==> src/rtl/regfile_bank.sv <==
// regfile_bank: register bank written through a one-hot select from a
// 5-to-32 decoder, with two combinational read ports. Register 0 reads as
// zero. A malformed select sets a sticky error flag, and committed writes
// are counted with saturation.
// Optional feature: define REGFILE_BYPASS_EN for write-through forwarding
// of a pending commit onto the read ports.
module regfile_bank #(
    parameter int DATA_W = 32,
    parameter int NREGS  = 32,
    parameter int ADDR_W = 5
) (
    input  logic              clock,
    input  logic              ctrl_reset_n,
    input  logic              ctrl_writeEnable,
    input  logic [NREGS-1:0]  data_decd,
    input  logic [DATA_W-1:0] data_writeReg,
    input  logic [ADDR_W-1:0] ctrl_readRegA,
    input  logic [ADDR_W-1:0] ctrl_readRegB,
    output logic [DATA_W-1:0] data_readRegA,
    output logic [DATA_W-1:0] data_readRegB,
    output logic              sel_error,
    output logic [15:0]       write_count
);

    localparam logic [NREGS-1:0] ONE = {{(NREGS-1){1'b0}}, 1'b1};

    logic [DATA_W-1:0] regs [NREGS];
    logic              sel_onehot;
    logic              commit;
    logic              commit_nz;

    // A select is valid only with exactly one bit set; a write to register 0
    // is accepted but neither stores nor counts.
    always_comb begin
        sel_onehot = (data_decd != '0) && ((data_decd & (data_decd - ONE)) == '0);
        commit     = ctrl_writeEnable && sel_onehot;
        commit_nz  = commit && !data_decd[0];
    end

    // Register storage; register 0 is only ever cleared so it stays zero.
    always_ff @(posedge clock or negedge ctrl_reset_n) begin
        if (!ctrl_reset_n) begin
            for (int i = 0; i < NREGS; i++) begin
                regs[i] <= '0;
            end
        end else if (commit_nz) begin
            for (int i = 1; i < NREGS; i++) begin
                if (data_decd[i]) begin
                    regs[i] <= data_writeReg;
                end
            end
        end
    end

    // Sticky flag for an enabled write with a non-one-hot select.
    always_ff @(posedge clock or negedge ctrl_reset_n) begin
        if (!ctrl_reset_n) begin
            sel_error <= 1'b0;
        end else if (ctrl_writeEnable && !sel_onehot) begin
            sel_error <= 1'b1;
        end
    end

    // Saturating count of writes that actually updated a register.
    always_ff @(posedge clock or negedge ctrl_reset_n) begin
        if (!ctrl_reset_n) begin
            write_count <= '0;
        end else if (commit_nz && (write_count != 16'hFFFF)) begin
            write_count <= write_count + 16'd1;
        end
    end

    function automatic logic [DATA_W-1:0] read_port(input logic [ADDR_W-1:0] addr);
        logic [DATA_W-1:0] val;
        if (addr == '0) begin
            val = '0;
        end else begin
            val = regs[addr];
`ifdef REGFILE_BYPASS_EN
            // Only a real commit is forwarded; commit_nz already excludes
            // malformed selects and a disabled write.
            if (commit_nz && data_decd[addr]) begin
                val = data_writeReg;
            end
`endif
        end
        return val;
    endfunction

    // Zero-latency read muxes.
    always_comb begin
        data_readRegA = read_port(ctrl_readRegA);
        data_readRegB = read_port(ctrl_readRegB);
    end

endmodule
==> config.mk <==
export PLATFORM = sky130hd
export DESIGN_NAME = regfile_bank
export DESIGN_NICKNAME = d
export VERILOG_FILES = /design/src/rtl/regfile_bank.sv
export SDC_FILE = /design/constraint.sdc
export NUM_CORES = 2
export LEC_CHECK = 0
export ABC_AREA = 1
export CORE_ASPECT_RATIO = 1.75
export CORE_MARGIN = 2
export CORE_UTILIZATION = 45
export CTS_BUF_LIST = sky130_fd_sc_hd__clkbuf_8
export DETAILED_ROUTE_END_ITERATION = 8
export DONT_BUFFER_PORTS = 1
export MAX_ROUTING_LAYER = met4
export PLACE_DENSITY = 0.61
export SYNTH_ARGS = -nofsm -noshare
export SYNTH_HDL_FRONTEND = slang
export SYNTH_SLANG_ARGS = --single-unit
==> constraint.sdc <==
create_clock -name clock -period 3 [get_ports clock]
set_input_delay 0.6 -clock clock [delete_from_list [all_inputs] [get_ports clock]]
set_output_delay 0.6 -clock clock [all_outputs]
set_load 0.1 [all_outputs]
Yosys cells after proc, flatten, opt, wreduce, memory -nomap -nowiden

Index checks and enable logic that the tools add are counted.

Add/subtract/negate cells: 2
Reductions and logical operators: 42
Equality and inequality tests: 1
Bitwise logic cells: 3
$lt $le $gt $ge: 2
Multiplexer cells: 8

Operators with widths:

| cell                    | count |
|---|---|
| $bmux W32 S5            | 2 |
| $mux W32                | 6 |
| $reduce_and A2 Y1       | 31 |
| $and A32 B32 Y32        | 1 |
| $logic_not A32 Y1       | 1 |
| $reduce_bool A32 Y1     | 1 |
| $sub A32 B1 Y32 const B | 1 |
| $add A16 B1 Y16 const B | 1 |
| $ne A16 B16 Y1 const B  | 1 |
| $ge A6 B6 Y1 const B    | 2 |
| $not A5 Y6              | 2 |
| $logic_not A5 Y1        | 2 |
| $logic_and A1 B1 Y1     | 5 |
| $logic_not A1 Y1        | 2 |

Input bits: 77
Bits in registers: 1009
Word-level logic and storage cells: 91
Output and inout port bits: 81

Logic depth before layout (Yosys ltp)

Depth after elaboration: 7
Mapped depth: 16

Least setup slack after synthesis

OpenSTA, ideal clock, no wires.

Path kind: in2out
Start: input port ctrl_readRegA[0]
End: output port data_readRegA[0]
Arrival: 4.251 ns
Stages: 9
Required time: 2.400 ns
Slack: -1.851 ns
Buffers on the path: 4
Path through: inv_1 > clkbuf_1 > clkbuf_1 > buf_1 > clkbuf_1 > nand2_1 > a21oi_1 > nor2_1 > o31ai_1

Longest elaborated chain between the ends: 5
Elaborated cells between the ends (all ways): 6

Ends and longest elaborated chain:

| element                                      | RTL line | RTL |
|---|---|---|
| start, declared                              | 17       | `input logic [ADDR_W-1:0] ctrl_readRegA,` |
| $not A5 Y6 (not written as such)             | 78       | `val = regs[addr];` |
| $bmux W32 S5                                 | 78       |  |
| $mux W32 (not written as such) (2 in series) | 78       |  |
| $mux W32 *                                   | 75       | `if (addr == '0) begin` |
| end, declared                                | 19       | `output logic [DATA_W-1:0] data_readRegA,` |

Mark *: on every way between the ends. The rest lies on a longest branch, timed or not. The select of a mux whose other input is x is not followed.

Worst setup path in the final report

Start: input port ctrl_readRegA[1]
End: output port data_readRegA[14]

Same word-level chain as after synthesis.

==> flow_summary.toml <==
[power]
p_per_area_nw_per_um2 = 460
switching_share_pct = 29.8
p_clk_share_pct = 39.7
pwr-share-comb_pct = 15.0
leakage_nw = 26.7
p_int_mw = 21.1
vdd.ir_drop.worst_mv = 0.432
switchingPower_mw = 8.95
p_seq_share_pct = 45.3

[synth]
synth_common_cells = "nand2_1 (1665), dfrtp_1 (1009), o21ai_0 (771)"
syn_nets = 7411
async_flop_share_pct = 100
syn_avg_cell_area_um2 = 7.62
yosysSeqAreaShare_pct = 45.2
syn_inst = 7333
ys_seq_elements = 1009
syn_area_um2 = 55900
synth_top_area_share_pct = 45.2
ys_warn_count = 32
synth-edff-count = 0
yosysUniqueCellTypes = 40
ys.flop_type = "dfrtp_1"
yosys.cell_count.top_type = "nand2_1"
synth.area.top_cells = "dfrtp_1 (45%), nand2_1 (11%), o21ai_0 (6.9%)"
synth_area_leader_cell = "dfrtp_1"

[setup_path]
worstReg2RegEnd = "write_count[9]"
cpPeakStageDelay_ns = 0.43
worstPathMaxFanout = 166
cp.arrival_ns = 2.84
r2r.worst_path.cells = 13
rrSetupSlack_ns = 0.52
path_class = "in2out"
slowest_stage = "inv_8"
cp_common_cell = "buf_12"
worstSetupEndpointType = "output port"
cp_cell_sequence = "inv_8, buf_12, buf_12, a21oi_1, a21oi_2, nor3_2, o31ai_4, buf_12"
cp_top_family = "buffers and inverters"
cp_num_buf_inv = 4
required_ns = 2.40
start_kind = "primary input"
reg2reg_from = "write_count[0]"

[floorplanning]
initial_core_util_pct = 45.2
coreArea_um2 = 124000
die_h_um = 470
num_rows = 171
fp.dieW_um = 270
dieArea_um2 = 127000
io_pins = 158

[routing]
drcViolationCount = 0
wire_per_inst_um = 24.6
drtPass1Iterations = 8
vias = 55900
antenna_left = 0
drt_wl_total_um = 222000
via_per_inst = 6.18
drtIter0Drc = 6971

[timing]
fmax_ghz = 0.291
hold_viol_final = 390
fin_ws_ns = -0.440
period_share_pct = 115
setup_viol = 64
relSlewSlack_pct = 26.3
drv_slew = 0
max_slew.worst_pin.slew_ns = 1.11
fin_setup_tns_ns = -20.46
hold_slack_ns = -0.220
period_needed_ns = 3.44
rsz0062_at_grt = "yes"
finalClockSkew_ns = 0.00612

[layout]
nFillCells = 11800
final_nets = 7351
design_area_um2 = 65300
final_util_pct = 52.8
syn_to_final_growth_pct = 16.8
fin_cells = 9036
drive_above_1_share_pct = 16.3

[placed_design]
pre_cts_slack_ns = -0.273
hpwlAfterDp_um = 127000
place_inst = 8693
place_area_um2 = 60500
placement.io_buffers = 0
gp_congestion = 0.913

[min_path]
min_path_type = "in2async"

[status]
violations = "negative hold slack, negative setup slack"
status = "finished, violations left"

[global_route]
grt_overflow = 0
grt_use_total_pct = 34.9
grt_max_degree = 1010
grt_pass1_vias = 53200
grt_pass1_wl_um = 331000
antenna_found_initial = 4

[clock_tree]
root_buffer = "clkbuf_8"
cts.reportedPaths.clkPinSlew_ns = 0.07
clk_latency_ns = 0.89
numCtsBuffers = 155
cts_sinks = 1009
htree_levels = 4
clockBufferDepth = 3
cts_tree = "yes"

[run]
maxCapViolations = 0
==> per-layer routing <==
metal	share of wire, %	vias to the layer above	track usage (%)
met2	46	3411	54.6
met5	0	-	-
met3	9.6	950	6.72
li1	-	24900	-
met1	38	26600	42.3
met4	6.6	0	19.8
==> power groups by stage <==
| stage | Combinational (mW) | Sequential [mW] | Clock [mW] |
|---|---|---|---|
| after floorplan | 2.70 | 13.9 | 0 |
| after global placement | 3.95 | 13.9 | 0 |
| after detailed placement | 3.95 | 13.9 | 0 |
| after CTS | 4.03 | 13.6 | 12.1 |
| after global routing | 4.75 | 13.6 | 12.6 |
| final | 4.52 | 13.6 | 11.9 |
==> sequential cells by signal, indices dropped and copies added (netlist names) <==
signal and count:
sel_error 1, write_count 16, regs 992
==> what timing repair did <==
| item | in CTS | in global routing |
|---|---|---|
| cloned | 0 | 1 |
| endpoints found under the hold margin | 1014 | 472 |
| hold buffers | 4 | 5 |
| buffers inserted | 15 | 44 |
| pin swaps | 69 | 159 |
| resized for setup | 119 | 363 |
| endpoints found under the setup margin | 46 | 64 |
==> worst max-delay path by stage <==
stage                                start           endpoint  slack, ns  depth (start not counted)
after floorplan           ctrl_readRegB[3]  data_readRegB[23]      -0.01                          6
after global routing             regs[425]   data_readRegA[9]      -0.23                          7
final                     ctrl_readRegA[1]  data_readRegA[14]      -0.44                          8
after global placement    ctrl_readRegA[0]   data_readRegA[8]      -0.30                          9
after CTS                        regs[469]  data_readRegA[21]      -0.17                          8
after detailed placement  ctrl_readRegA[0]   data_readRegA[8]      -0.27                          9
==> area by class of cell <==
type	instances	area [um^2]	share of cell area (%)
Clock buffer	195	2680	4.11
Timing Repair Buffer	469	5880	9.01
Antenna cell	3	7.51	0.0115
Tap cell	1643	2060	3.15
Inverter	344	1350	2.06
Clock inverter	79	443	0.678
Multi-Input combinational cell	5294	27600	42.3
Sequential cell	1009	25200	38.7
==> worst register-to-register path: stages (launching register included) <==
cell	delay [ns]
dfrtp_1	0.42
ha_1	0.22
nand3_1	0.14
nor2_1	0.20
inv_1	0.08
nor3_1	0.30
inv_1	0.10
nor2_1	0.13
nand2_1	0.30
inv_1	0.13
nor2_1	0.06
buf_4	0.17
nand3_1	0.07
nand2_1	0.06
==> cells by family after synthesis <==
group           synth area share (%)
flops                           45.2
fa+ha+maj                     0.0224
compound gates                  27.4
simple gates                    18.6
xor+xnor                      0.0470
buf+inv                         8.72
==> per-stage QoR <==
step	hold WS (ns)	power (mW)
3_3_place_gp	0.370	17.8
6_report	-0.220	30.0
2_1_floorplan	0.304	16.6
3_5_place_dp	0.365	17.8
4_1_cts	-0.591	29.7
5_1_grt	-0.203	31.0
==> cells in the final DEF (no fill, tap or decap), drive strengths merged, types with 59 or more instances in the layout <==
master,netlist,layout
nand2,1669,1669
o21ai,1637,1637
dfrtp,1009,1009
a21oi,614,614
nor2,486,486
buf,198,464
inv,342,398
nand3,288,288
clkbuf,488,196
o22ai,144,144
o211ai,132,132
a31oi,93,93
a22oi,64,64
o31ai,64,64
nor3,59,59
No activity file was read; power rests on OpenSTA's default activity.
